===== src/rtl/dmem_arbiter.sv =====
// Two-port arbiter/sequencer in front of a single-port data memory (async read, sync write).
// Define DMEM_ARB_FIXED_PRIO_EN for fixed priority (port 0 wins ties); default is round-robin.
module dmem_arbiter #(
    parameter int AW = 5,
    parameter int DW = 32
) (
    input  logic          clk,
    input  logic          rst,
    input  logic          req0,
    input  logic          we0,
    input  logic [AW-1:0] addr0,
    input  logic [DW-1:0] wdata0,
    output logic          gnt0,
    output logic          rvalid0,
    output logic [DW-1:0] rdata0,
    input  logic          req1,
    input  logic          we1,
    input  logic [AW-1:0] addr1,
    input  logic [DW-1:0] wdata1,
    output logic          gnt1,
    output logic          rvalid1,
    output logic [DW-1:0] rdata1,
    output logic          mem_we,
    output logic [31:0]   mem_a,
    output logic [DW-1:0] mem_wd,
    input  logic [DW-1:0] mem_rd
);

    typedef enum logic {
        S_IDLE   = 1'b0,
        S_ACCESS = 1'b1
    } state_t;

    state_t        r_state;
    state_t        w_state_nxt;
    logic          r_owner;
    logic          r_we_q;
    logic [AW-1:0] r_addr_q;
    logic [DW-1:0] r_wd_q;
    logic          r_rvalid0;
    logic          r_rvalid1;
    logic [DW-1:0] r_rdata0;
    logic [DW-1:0] r_rdata1;

    logic          w_win1;
    logic          w_load;
    logic          w_gnt0;
    logic          w_gnt1;
    logic          w_mem_we;

`ifdef DMEM_ARB_FIXED_PRIO_EN
    assign w_win1 = req1 & ~req0;
`else
    // Tie goes to whichever port did not own the previous access.
    logic r_last_owner;

    assign w_win1 = req1 & (~req0 | ~r_last_owner);

    always_ff @(posedge clk or negedge rst) begin
        if (!rst) begin
            r_last_owner <= 1'b1;
        end else if (r_state == S_ACCESS) begin
            r_last_owner <= r_owner;
        end
    end
`endif

    always_ff @(posedge clk or negedge rst) begin
        if (!rst) begin
            r_state <= S_IDLE;
        end else begin
            r_state <= w_state_nxt;
        end
    end

    always_comb begin
        w_state_nxt = r_state;
        w_load      = 1'b0;
        w_gnt0      = 1'b0;
        w_gnt1      = 1'b0;
        w_mem_we    = 1'b0;
        case (r_state)
            S_IDLE: begin
                if (req0 | req1) begin
                    w_load      = 1'b1;
                    w_state_nxt = S_ACCESS;
                end
            end
            S_ACCESS: begin
                w_mem_we    = r_we_q;
                w_gnt0      = ~r_owner;
                w_gnt1      = r_owner;
                w_state_nxt = S_IDLE;
            end
            default: w_state_nxt = S_IDLE;
        endcase
    end

    always_ff @(posedge clk or negedge rst) begin
        if (!rst) begin
            r_owner   <= 1'b0;
            r_we_q    <= 1'b0;
            r_addr_q  <= '0;
            r_wd_q    <= '0;
            r_rvalid0 <= 1'b0;
            r_rvalid1 <= 1'b0;
            r_rdata0  <= '0;
            r_rdata1  <= '0;
        end else begin
            r_rvalid0 <= 1'b0;
            r_rvalid1 <= 1'b0;
            if (w_load) begin
                r_owner  <= w_win1;
                r_we_q   <= w_win1 ? we1    : we0;
                r_addr_q <= w_win1 ? addr1  : addr0;
                r_wd_q   <= w_win1 ? wdata1 : wdata0;
            end
            // Read data is captured at the end of the access cycle.
            if (r_state == S_ACCESS && !r_we_q) begin
                if (r_owner) begin
                    r_rdata1  <= mem_rd;
                    r_rvalid1 <= 1'b1;
                end else begin
                    r_rdata0  <= mem_rd;
                    r_rvalid0 <= 1'b1;
                end
            end
        end
    end

    // Address/data come straight from the latched request, so they hold between accesses.
    assign mem_a   = {{(32-AW){1'b0}}, r_addr_q};
    assign mem_wd  = r_wd_q;
    assign mem_we  = w_mem_we;
    assign gnt0    = w_gnt0;
    assign gnt1    = w_gnt1;
    assign rvalid0 = r_rvalid0;
    assign rvalid1 = r_rvalid1;
    assign rdata0  = r_rdata0;
    assign rdata1  = r_rdata1;

endmodule


===== config.mk =====
export PLATFORM = sky130hd
export DESIGN_NAME = dmem_arbiter
export DESIGN_NICKNAME = d
export VERILOG_FILES = /design/src/rtl/dmem_arbiter.sv
export SDC_FILE = /design/constraint.sdc
export NUM_CORES = 1
export LEC_CHECK = 0
export ABC_AREA = 1
export ABC_CLOCK_PERIOD_IN_PS = 3700
export CORE_MARGIN = 3
export CORE_UTILIZATION = 30
export DETAILED_ROUTE_END_ITERATION = 6
export DONT_BUFFER_PORTS = 1
export PLACE_DENSITY = 0.46
export SLEW_MARGIN = 15
export SYNTH_ARGS = -nofsm -noshare
export SYNTH_HDL_FRONTEND = slang
export SYNTH_SLANG_ARGS = --single-unit

===== constraint.sdc =====
create_clock -name clk -period 3.7 [get_ports clk]
set_input_delay 0.555 -clock clk [delete_from_list [all_inputs] [get_ports clk]]
set_output_delay 0.555 -clock clk [all_outputs]
set_load 0.03 [all_outputs]

[Word level (Yosys, flattened, before mapping)]
Index checks and enable logic that the tools add are counted.
Storage, ports and cells
  register bits after elaboration: 107
  bits of input ports: 112
  word-level logic and storage cells: 34
Cells by class
  multiplexer cells: 13
  bitwise logic cells: 7
  reduce and logical (&&, ||, !) cells: 4
Operator list (number)
  two-way mux 32 bit: 1
  two-way mux 1 bit: 10
  two-way mux 5 bit: 1
  NOT 1 bit: 4
  AND reduction 2 bit: 2
  bitwise OR 1 bit: 2
  one-hot mux 1 bit (2 select lines): 1
  bitwise AND 1 bit: 1
  logical AND 1 bit: 1
  zero test 1 bit: 1

[Logic depth before layout (Yosys ltp)]
Gate-level depths: netlist of run 1.
  depth in word-level cells: 4
  gate-level depth with buffers: 7
  gate-level depth less buffers: 5

[Worst setup path before layout of run 1]
Ideal clock, no wire load.
  path type: reg2reg
  from: register r_state
  to: register r_rdata0[22], in the netlist rdata0[22]
  library setup time: 0.130 ns
  data arrival time: 1.165 ns
  data required time: 3.570 ns
  setup slack: 2.405 ns
  cell stages (with the launch flop): 8
  cells stage by stage: dfrtp_1 > inv_2 > nor2_4 > nand2_1 > buf_6 > buf_2 > nand2_1 > o21ai_1
On the way
  cells in the longest elaborated chain, start to end: 2
Ends and longest elaborated chain
  start: declaration: line 34  | state_t r_state;
  start signal: assignment: line 72  | r_state <= w_state_nxt;
  logical AND 1 bit: line 119  | if (r_state == S_ACCESS && !r_we_q) begin
  AND reduction 2 bit (no line)
  end signal: assignment: line 124  | r_rdata0 <= mem_rd;
  end: declaration: line 42  | logic [DW-1:0] r_rdata0;
Every way passes these cells.
A chain may end at the register's enable or synchronous reset.

[Final worst setup path of run 1]
  from: register r_last_owner
  to: register r_wd_q[12], in the netlist mem_wd[12]
On the way
  cells in the longest elaborated chain, start to end: 4
Ends and longest elaborated chain
  start: declaration: line 55  | logic r_last_owner;
  start signal: assignment: line 63  | r_last_owner <= r_owner;
  NOT 1 bit: line 57  | assign w_win1 = req1 & (~req0 | ~r_last_owner);
  bitwise OR 1 bit: line 57
  bitwise AND 1 bit: line 57
  two-way mux 32 bit: line 116  | r_wd_q <= w_win1 ? wdata1 : wdata0;
  end signal: assignment: line 116
  end: declaration: line 39  | logic [DW-1:0] r_wd_q;
Every way passes these cells.

==> flow_summary.json, run 1 <==
{
  "status": "completed",
  "worst_slew_pin_slew_ns": 0.732,
  "grt_max_degree": 107,
  "worstPathRequired_ns": 3.94,
  "fin_crit_sh_pct": 50.7,
  "diodes": 0,
  "cp-start-kind": "register",
  "grtUsageMet3_pct": 5.05,
  "die_area_um2": 18300,
  "slew_viol_final": 0,
  "cts_tree": "built",
  "path_clk_slew_ns": 0.08,
  "yosys.area_share.simple_pct": 22.0,
  "finalSetupViolCount": 0,
  "post_cts_resized": 0,
  "cp.depth": 6,
  "postCtsSetupRepairBufs": 0,
  "r2r_setup_slack_ns": 1.83,
  "grt_pass1_vias": 3667,
  "top_usage_layer": "met2",
  "ir_drop_uv": 251,
  "cts-root-buf": "clkbuf_16",
  "numCtsBuffers": 9,
  "grt_overflow_total": 0,
  "crit_start": "r_last_owner",
  "htreeDepth": 3,
  "drt_first_pass_iters": 4,
  "met1_usage_pct": 17.1,
  "placed_cell_area_um2": 4990,
  "hp-class": "input port to async pin",
  "rr_worst_depth": 6,
  "fin_tns_setup_ns": 0,
  "fin_area_um2": 5300,
  "io_buffer_count": 0,
  "layout_commonest_cell": "nand2_1",
  "crit_fanout": 39,
  "cp-end-kind": "register",
  "drcViolationCount": 0,
  "synth_mux_area_share_pct": 0,
  "synth_top_family_by_area": "simple AND/OR/NAND/NOR gates",
  "crit_chain": "nand2_1 > buf_4 > nand2_2 > nand2_1 > nand3_1 > nand2_1",
  "cp_top_family": "simple AND/OR/NAND/NOR gates",
  "nets": 708,
  "die_h_um": 135,
  "place_congestion": 0.776,
  "clock_sinks": 107,
  "synth_compound_gate_area_share_pct": 7.34,
  "finalHoldViolations": 0,
  "routed_wl_mm": 12.3,
  "antenna_found_initial": 0,
  "cp.arrival_ns": 2.11,
  "pwr_density_cell_nw_per_um2": 848,
  "drt-vias-per-instance": 4.46,
  "ant_nets": 0,
  "rsz0062_at_grt": "false",
  "final_cell_mix": "nand2_1, inv_1, dfrtp_1",
  "wire_per_inst_um": 15.0,
  "max_freq_mhz": 533,
  "grt_pass1_wl_mm": 19.5,
  "synth_warnings": 0,
  "drv_cap": 0,
  "cpPeakStageDelay_ns": 0.60,
  "syn_inst": 615,
  "track_usage_pct": 13.5,
  "io_pins": 245,
  "seq_area_frac_synth_pct": 53.4,
  "fin_worst_skew_ns": 0.00769,
  "drt_iter0_drc": 180,
  "syn-cell-area_um2": 5010,
  "die_w_um": 135,
  "cp_common_cell": "nand2_1",
  "power_leakage_uw": 0.00296,
  "reg2reg_from": "r_last_owner",
  "postSynthAreaPerCell_um2": 8.15,
  "yosysUniqueCellTypes": 17,
  "initial_core_util_pct": 31.1,
  "drive_above_1_share_pct": 6.32,
  "clock_latency_ns": 0.34,
  "coreArea_um2": 16100,
  "synth_fa_ha_area_share_pct": 0,
  "synth_seq_cells": 107,
  "rows": 46,
  "period_minus_slack_ns": 1.87,
  "worstSetupPathType": "register to register",
  "fillers": 1729,
  "relSlewSlack_pct": 51.0,
  "groute.layer.met2.usage_pct": 21.0,
  "cp_num_buf_inv": 1,
  "cpMaxStageDelayCell": "nand2_2",
  "synth-xor-area-share_pct": 0,
  "vias": 3646,
  "cts_max_path_buffers": 2,
  "hpwl_mm": 8.53,
  "synthToLayoutAreaGrowth_pct": 5.72
}
## final timing paths
path	to
worst max-delay path	mem_wd[12]
worst min-delay path	r_last_owner
worst max register to register	mem_wd[12]
worst min register to register	r_last_owner
max in group asynchronous	mem_wd[10]
min in group clk	rdata0[26]
## layout make-up
| type | instances | area, um2 | area share, % |
|---|---|---|---|
| Clock inverter | 6 | 50.0 | 0.945 |
| Inverter | 114 | 428 | 8.08 |
| Tap cell | 216 | 270 | 5.10 |
| Multi-Input combinational cell | 359 | 1590 | 29.9 |
| Clock buffer | 10 | 229 | 4.32 |
| Timing Repair Buffer | 5 | 57.6 | 1.09 |
| Sequential cell | 107 | 2680 | 50.6 |
## power breakdown
group          leakage, uW  switching, uW  internal [uW]  total (uW)
logic              0.00152            450            259         709
registers          0.00131           1260           1610        2870
clock network     0.000130            447            465         912
total              0.00296           2160           2330        4490
## worst reg2reg max path: stages, from the launching register on
cell	delay, ns
dfstp_2	0.54
nand2_1	0.05
buf_4	0.26
nand2_2	0.62
nand2_1	0.13
nand3_1	0.12
nand2_1	0.06
## registers in the layout, indices dropped and copies added, names as in the netlist
| signal | flops |
|---|---|
| mem_wd | 32 |
| rvalid1 | 1 |
| r_last_owner | 1 |
| r_we_q | 1 |
| rvalid0 | 1 |
| r_addr_q | 5 |
| r_state | 1 |
| rdata1 | 32 |
| rdata0 | 32 |
| r_owner | 1 |
## cells in the mapped netlist, drive strengths merged
library cell  number  area share (%)
nand2            187              14
conb               1           0.075
nor2               3            0.37
inv              114             8.5
clkbuf             6            0.45
dfrtp            106              53
nand3             76             7.6
o21ai             66             7.3
dfstp              1            0.52
buf               55             8.2
## stage by stage
step / hold WS [ns] / utilization, % / power (uW) / std cells / setup slack, ns
2_1_floorplan: 0.259 / - / 3410 / 641 / 2.40
6_report: 0.0513 / 32.9 / 4490 / 817 / 1.83
3_5_place_dp: 0.262 / 30.9 / 3610 / 800 / 1.64
4_1_cts: 0.0287 / 32.8 / 4570 / 817 / 1.66
5_1_grt: 0.0276 / 32.9 / 4790 / 817 / 1.67
3_3_place_gp: 0.263 / 30.9 / 3580 / 800 / 1.32
## metal layers
metal | wire (um) | vias up
met5 | 0 | -
met4 | 211 | 0
met3 | 1250 | 14
met2 | 5650 | 174
met1 | 5140 | 1689
li1 | - | 1769
## repair_timing
action,4_1_cts,5_1_grt
setup endpoints to repair,0,0
hold endpoints to repair,106,0
hold buffers,1,0
## kinds of logic after synthesis
group / after synthesis
AO/OA/AOI/OAI: 66
flip-flops: 107
AND/OR/NAND/NOR: 266
other: 1
buffers and inverters: 175
Power figures use the tool's default switching activity.
==> run 2: changes to the inputs <==
Settings changed: ABC_CLOCK_PERIOD_IN_PS 3700 to 1600, PLACE_DENSITY 0.46 to 0.47.
Clock period 3.7 ns to 1.6 ns, I/O delays scaled along.
==> run 2 against run 1 <==
  * The run now ends with negative hold slack left
  * Clock skew up 0.0024 ns
  * First-iteration DRC count shrank 51%
  * Sequential power increased by 130%
  * Cell count increased by 0.37%
  * Largest power group unchanged
  * Die area unchanged
==> flow_summary.json, run 2 (synthesis results as in run 1) <==
{
  "status": "finished with violations",
  "violations": "negative hold slack",
  "clock_latency_ns": 0.34,
  "track_usage_pct": 12.5,
  "max_freq_mhz": 731,
  "drcViolationCount": 0,
  "ir_drop_uv": 635,
  "fin_tns_setup_ns": 0,
  "layout_commonest_cell": "nand2_1",
  "final_cells": 820,
  "met1_usage_pct": 14.3,
  "place_ws_ns": 0.309,
  "rows": 46,
  "worstPathRequired_ns": 1.36,
  "wire_per_inst_um": 14.2,
  "vias": 3605,
  "clock_sinks": 107,
  "fillers": 1722,
  "rsz0062_at_grt": "false",
  "io_buffer_count": 0,
  "die_w_um": 135,
  "nets": 711,
  "cts_max_path_buffers": 2,
  "period_minus_slack_ns": 1.37,
  "drt_iter0_drc": 88,
  "hp-class": "input port to async pin",
  "antenna_found_initial": 0,
  "finalSetupViolCount": 0,
  "htreeDepth": 3,
  "cts-root-buf": "clkbuf_16",
  "synthToLayoutAreaGrowth_pct": 7.21,
  "dp.cells": 804,
  "cp_num_buf_inv": 2,
  "grt_max_degree": 108,
  "die_h_um": 135,
  "post_cts_resized": 0,
  "ant_nets": 0,
  "routed_wl_mm": 11.6,
  "hpwl_mm": 8.35,
  "path_clk_slew_ns": 0.07,
  "slew_viol_final": 0,
  "diodes": 0,
  "drive_above_1_share_pct": 6.46,
  "crit_chain": "inv_2 > nor2_4 > buf_4",
  "worstSetupPathType": "register to output pin",
  "top_usage_layer": "met2",
  "finalHoldViolations": 107,
  "cp-end-kind": "output pin",
  "drt-vias-per-instance": 4.40,
  "grt_pass1_wl_mm": 18.4,
  "die_area_um2": 18300,
  "cp.arrival_ns": 1.13,
  "drv_cap": 0,
  "cpMaxStageDelayCell": "dfrtp_1",
  "initial_core_util_pct": 31.1,
  "postCtsSetupRepairBufs": 0,
  "cpPeakStageDelay_ns": 0.42,
  "whs_ns": -0.407,
  "groute.layer.met2.usage_pct": 20.7,
  "grt_overflow_total": 0,
  "total_power_uw": 10500,
  "crit_fanout": 5,
  "coreArea_um2": 16100,
  "fin_crit_sh_pct": 85.5,
  "fin_worst_skew_ns": 0.0100,
  "cp_top_family": "flip-flops",
  "grt_pass1_vias": 3514,
  "grtUsageMet3_pct": 6.28,
  "place_congestion": 0.762,
  "cts_tree": "built",
  "setup_ws_ns": 0.231,
  "pwr_density_cell_nw_per_um2": 1950,
  "io_pins": 245,
  "power_leakage_uw": 0.00300,
  "final_cell_mix": "nand2_1, inv_1, dfrtp_1",
  "drt_first_pass_iters": 4,
  "numCtsBuffers": 9,
  "cp-start-kind": "register"
}
-- run 2: cell types whose count changed in the layout (fill, tap and decap cells not counted), sizes merged --
cell	previous run	this run
buf	5	8
clkbuf	10	12
inv	116	114
bufinv	0	1
clkinv	2	1
-- run 2: worst paths after layout --
kind                              startpoint            to  slack (ns)  depth (start not counted)
worst min register to register  r_last_owner  r_last_owner        0.47                          2
min in group clk                  mem_rd[15]    rdata1[15]        0.05                          2
max in group asynchronous                rst  r_last_owner        1.82                          0
worst max register to register  r_last_owner    mem_wd[13]        0.30                          6
worst max-delay path                 r_state          gnt0        0.23                          3
worst min-delay path                     rst    rdata1[15]       -0.41                          0
-- run 2: layout make-up --
| cell class | count | area, um2 | area share (%) |
|---|---|---|---|
| Clock buffer | 12 | 246 | 4.59 |
| Clock inverter | 4 | 50.0 | 0.931 |
| Timing Repair Buffer | 8 | 123 | 2.28 |
| Inverter | 114 | 428 | 7.96 |
| Tap cell | 216 | 270 | 5.03 |
| Sequential cell | 107 | 2680 | 49.8 |
| Multi-Input combinational cell | 359 | 1580 | 29.4 |
-- run 2: layer usage --
layer  wire length, um  vias to the layer above
met5                 0                        -
met4               149                        0
met3              1340                       11
met2              5380                      162
met1              4750                     1659
li1                  -                     1773
-- run 2: where the power goes --
part | switching (uW) | internal [uW] | total [uW]
clock | 951 | 1260 | 2210
sequential | 2910 | 3720 | 6630
combinational | 991 | 648 | 1640
total | 4850 | 5620 | 10500
-- run 2: per-stage QoR --
| step | instance area [um2] | util (%) |
|---|---|---|
| 3_3_place_gp | 5080 | 31.5 |
| 3_5_place_dp | 5080 | 31.5 |
| 6_report | 5370 | 33.3 |
| 5_1_grt | 5370 | 33.3 |
| 2_1_floorplan | 5110 | - |
| 4_1_cts | 5370 | 33.3 |
==> edit (settings of run 2) <==
Set the parameter `AW` to 4 (it was 5).
--- a/src/rtl/dmem_arbiter.sv
+++ b/src/rtl/dmem_arbiter.sv
@@ -2,5 +2,5 @@
 // Define DMEM_ARB_FIXED_PRIO_EN for fixed priority (port 0 wins ties); default is round-robin.
 module dmem_arbiter #(
-    parameter int AW = 5,
+    parameter int AW = 4,
     parameter int DW = 32
 ) (
Interface: changed (resized addr0 and addr1); port bits go from 245 to 243. The function was not compared with the original's and may differ.
==> edit against run 2 <==
Register-to-register slack improved by 0.02 ns; wire length up 4.6%; cell count shrank 0.61%; power rose by 1.6%; sequential cell count is 1 lower; the run still ends with negative hold slack left; non-clock buffer count up 2; highest routed layer is now met5; setup slack lost 0.033 ns; synthesized area up 0.40%; design area up 0.84%.
==> edit: results (changes against run 2) <==
The tools report the setup skew after layout as 0.01053 ns (was 0.01005 ns). The launch point of the critical path is r_state$_DFF_PN0_ (unchanged). The post-placement cell area is 5107 µm² (was 5077 µm²). Critical path endpoint: gnt0 (unchanged). The run gives 3.019 nW (was 3.000 nW) as the static leakage. The global-route wire length before repair came out at 18740 µm (was 18370 µm). Cell types with the highest counts after synthesis: sky130_fd_sc_hd__nand2_1 (184), sky130_fd_sc_hd__inv_1 (110), sky130_fd_sc_hd__dfrtp_1 (105) (was sky130_fd_sc_hd__nand2_1 (187), sky130_fd_sc_hd__inv_1 (112), sky130_fd_sc_hd__dfrtp_1 (106)). The average routed wire per standard cell is 14.90 µm (was 14.16 µm), and the number of vias per cell after detailed routing is 4.442 (was 4.396). The pin count of the biggest net entering global routing was 107 (was 108).

Dominant cells by area after synthesis: sky130_fd_sc_hd__dfrtp_1 (52%), sky130_fd_sc_hd__nand2_1 (14%), sky130_fd_sc_hd__inv_1 (8.2%) (was sky130_fd_sc_hd__dfrtp_1 (53%), sky130_fd_sc_hd__nand2_1 (14%), sky130_fd_sc_hd__inv_1 (8.4%)). The logs give 0.3439 ns (was 0.3091 ns) for the post-place setup slack and 704 (was 711) for the final-stage net count. The number of post-CTS setup repair buffers was 0 (unchanged). The number of global-route vias before repair was 3521 (was 3514). The final wirelength was 12150 µm (was 11610 µm).

The initial DRC count came out at 153 (was 88). The run finished, with violations left. The maximum level of the CTS H-tree is 3 (unchanged). For the final count of hold timing violations, the log shows 106 (was 107). The final weighted congestion in routability-driven placement was 0.7164 (was 0.7620); the shortest period the worst path allows was 1.402 ns (was 1.369 ns). The sequential cell area fraction in the yosys report is 52.73% (was 53.44%). The tools report the number of instances resized during post-cts repair as 0 (unchanged). The count of distinct cell types in the synthesized netlist came out at 16 (was 17). Violated checks: negative hold slack (unchanged). The clock slew seen by the registers of the worst setup and hold paths is 0.07 ns (about the same).

The tools report the total instance count after detailed placement as 799 (was 804). The fraction of final layout cells with drive strength greater than 1 is 9.516% (was 6.457%), and the mean instance size in the synthesized netlist is 8.277 µm² (was 8.150 µm²). Endpoint of the worst-slack reg-to-reg timing path: rdata0[12]$_DFFE_PN0P_ (was mem_wd[13]$_DFFE_PN0P_).

The run gives 0 (unchanged) as the antenna diode count. The total global routing track utilization was 12.91% (was 12.53%); the peak supply drop was 0.6287 mV (was 0.6349 mV). The logs give 1 (was 0) for the initial antenna violation count and 8645 µm (was 8347 µm) for the final HPWL from detailed placement. Worst hold-check path type: in2async (unchanged). The run gives 9 (unchanged) as the clock buffer count from CTS. The worst slack on hold paths was -0.4210 ns (was -0.4066 ns).

The setup slack on the worst flop-to-flop path is 0.32 ns (was 0.30 ns).
==> edit: cell types whose count changed in the layout (fill, tap and decap cells not counted), sizes merged <==
cell / delta
clkinvlp: -2
clkinv: +2
nand2: -3
nand3: -2
dfrtp: -1
clkbuf: -2
buf: +2
conb: +1
==> edit: critical path: stages (launching register included) <==
cell	delay (ns)
sky130_fd_sc_hd__dfrtp_1	0.44
sky130_fd_sc_hd__inv_2	0.09
sky130_fd_sc_hd__nor2_4	0.10
sky130_fd_sc_hd__buf_4	0.18
==> edit: layout make-up <==
type | count | area [µm²]
flip-flops and latches | 106 | 2654
fillers | 1739 | 10750
well taps | 216 | 270.3
clock buffers | 10 | 239.0
multi-input cells | 355 | 1613
clock inverters | 6 | 72.57
inverters | 112 | 420.4
repair buffers | 10 | 150.1
==> edit: through the flow <==
step | util [%] | power [W]
3_5_place_dp | 31.58 | 0.008440
4_1_cts | 33.51 | 0.01080
2_1_floorplan | - | 0.007920
6_report | 33.51 | 0.01064
5_1_grt | 33.51 | 0.01128
3_3_place_gp | 31.58 | 0.008354
==> edit: cells by family after synthesis <==
family / count (synthesis) / share of synthesized area [%]
compound gates: 66 / 8.279
flops: 106 / 52.74
other cells: 1 / 0.07452
simple gates: 261 / 21.46
buf+inv: 174 / 17.45
==> edit: metal layers <==
| metal | part of all wire (%) | up-vias | routed length [µm] | global-route usage, % |
|---|---|---|---|---|
| met5 | 0.14 | - | 17 | 0 |
| met4 | 1.5 | 2 | 179 | 4.703 |
| met3 | 10 | 13 | 1243 | 4.903 |
| met2 | 46 | 168 | 5562 | 20.69 |
| met1 | 42 | 1677 | 5143 | 15.90 |
| li1 | - | 1760 | - | - |
==> edit: where the power goes <==
group	internal (W)	switching, W	total, W
combinational	0.000696	0.00104	0.00174
sequential	0.00369	0.00290	0.00658
clock	0.00128	0.00104	0.00231
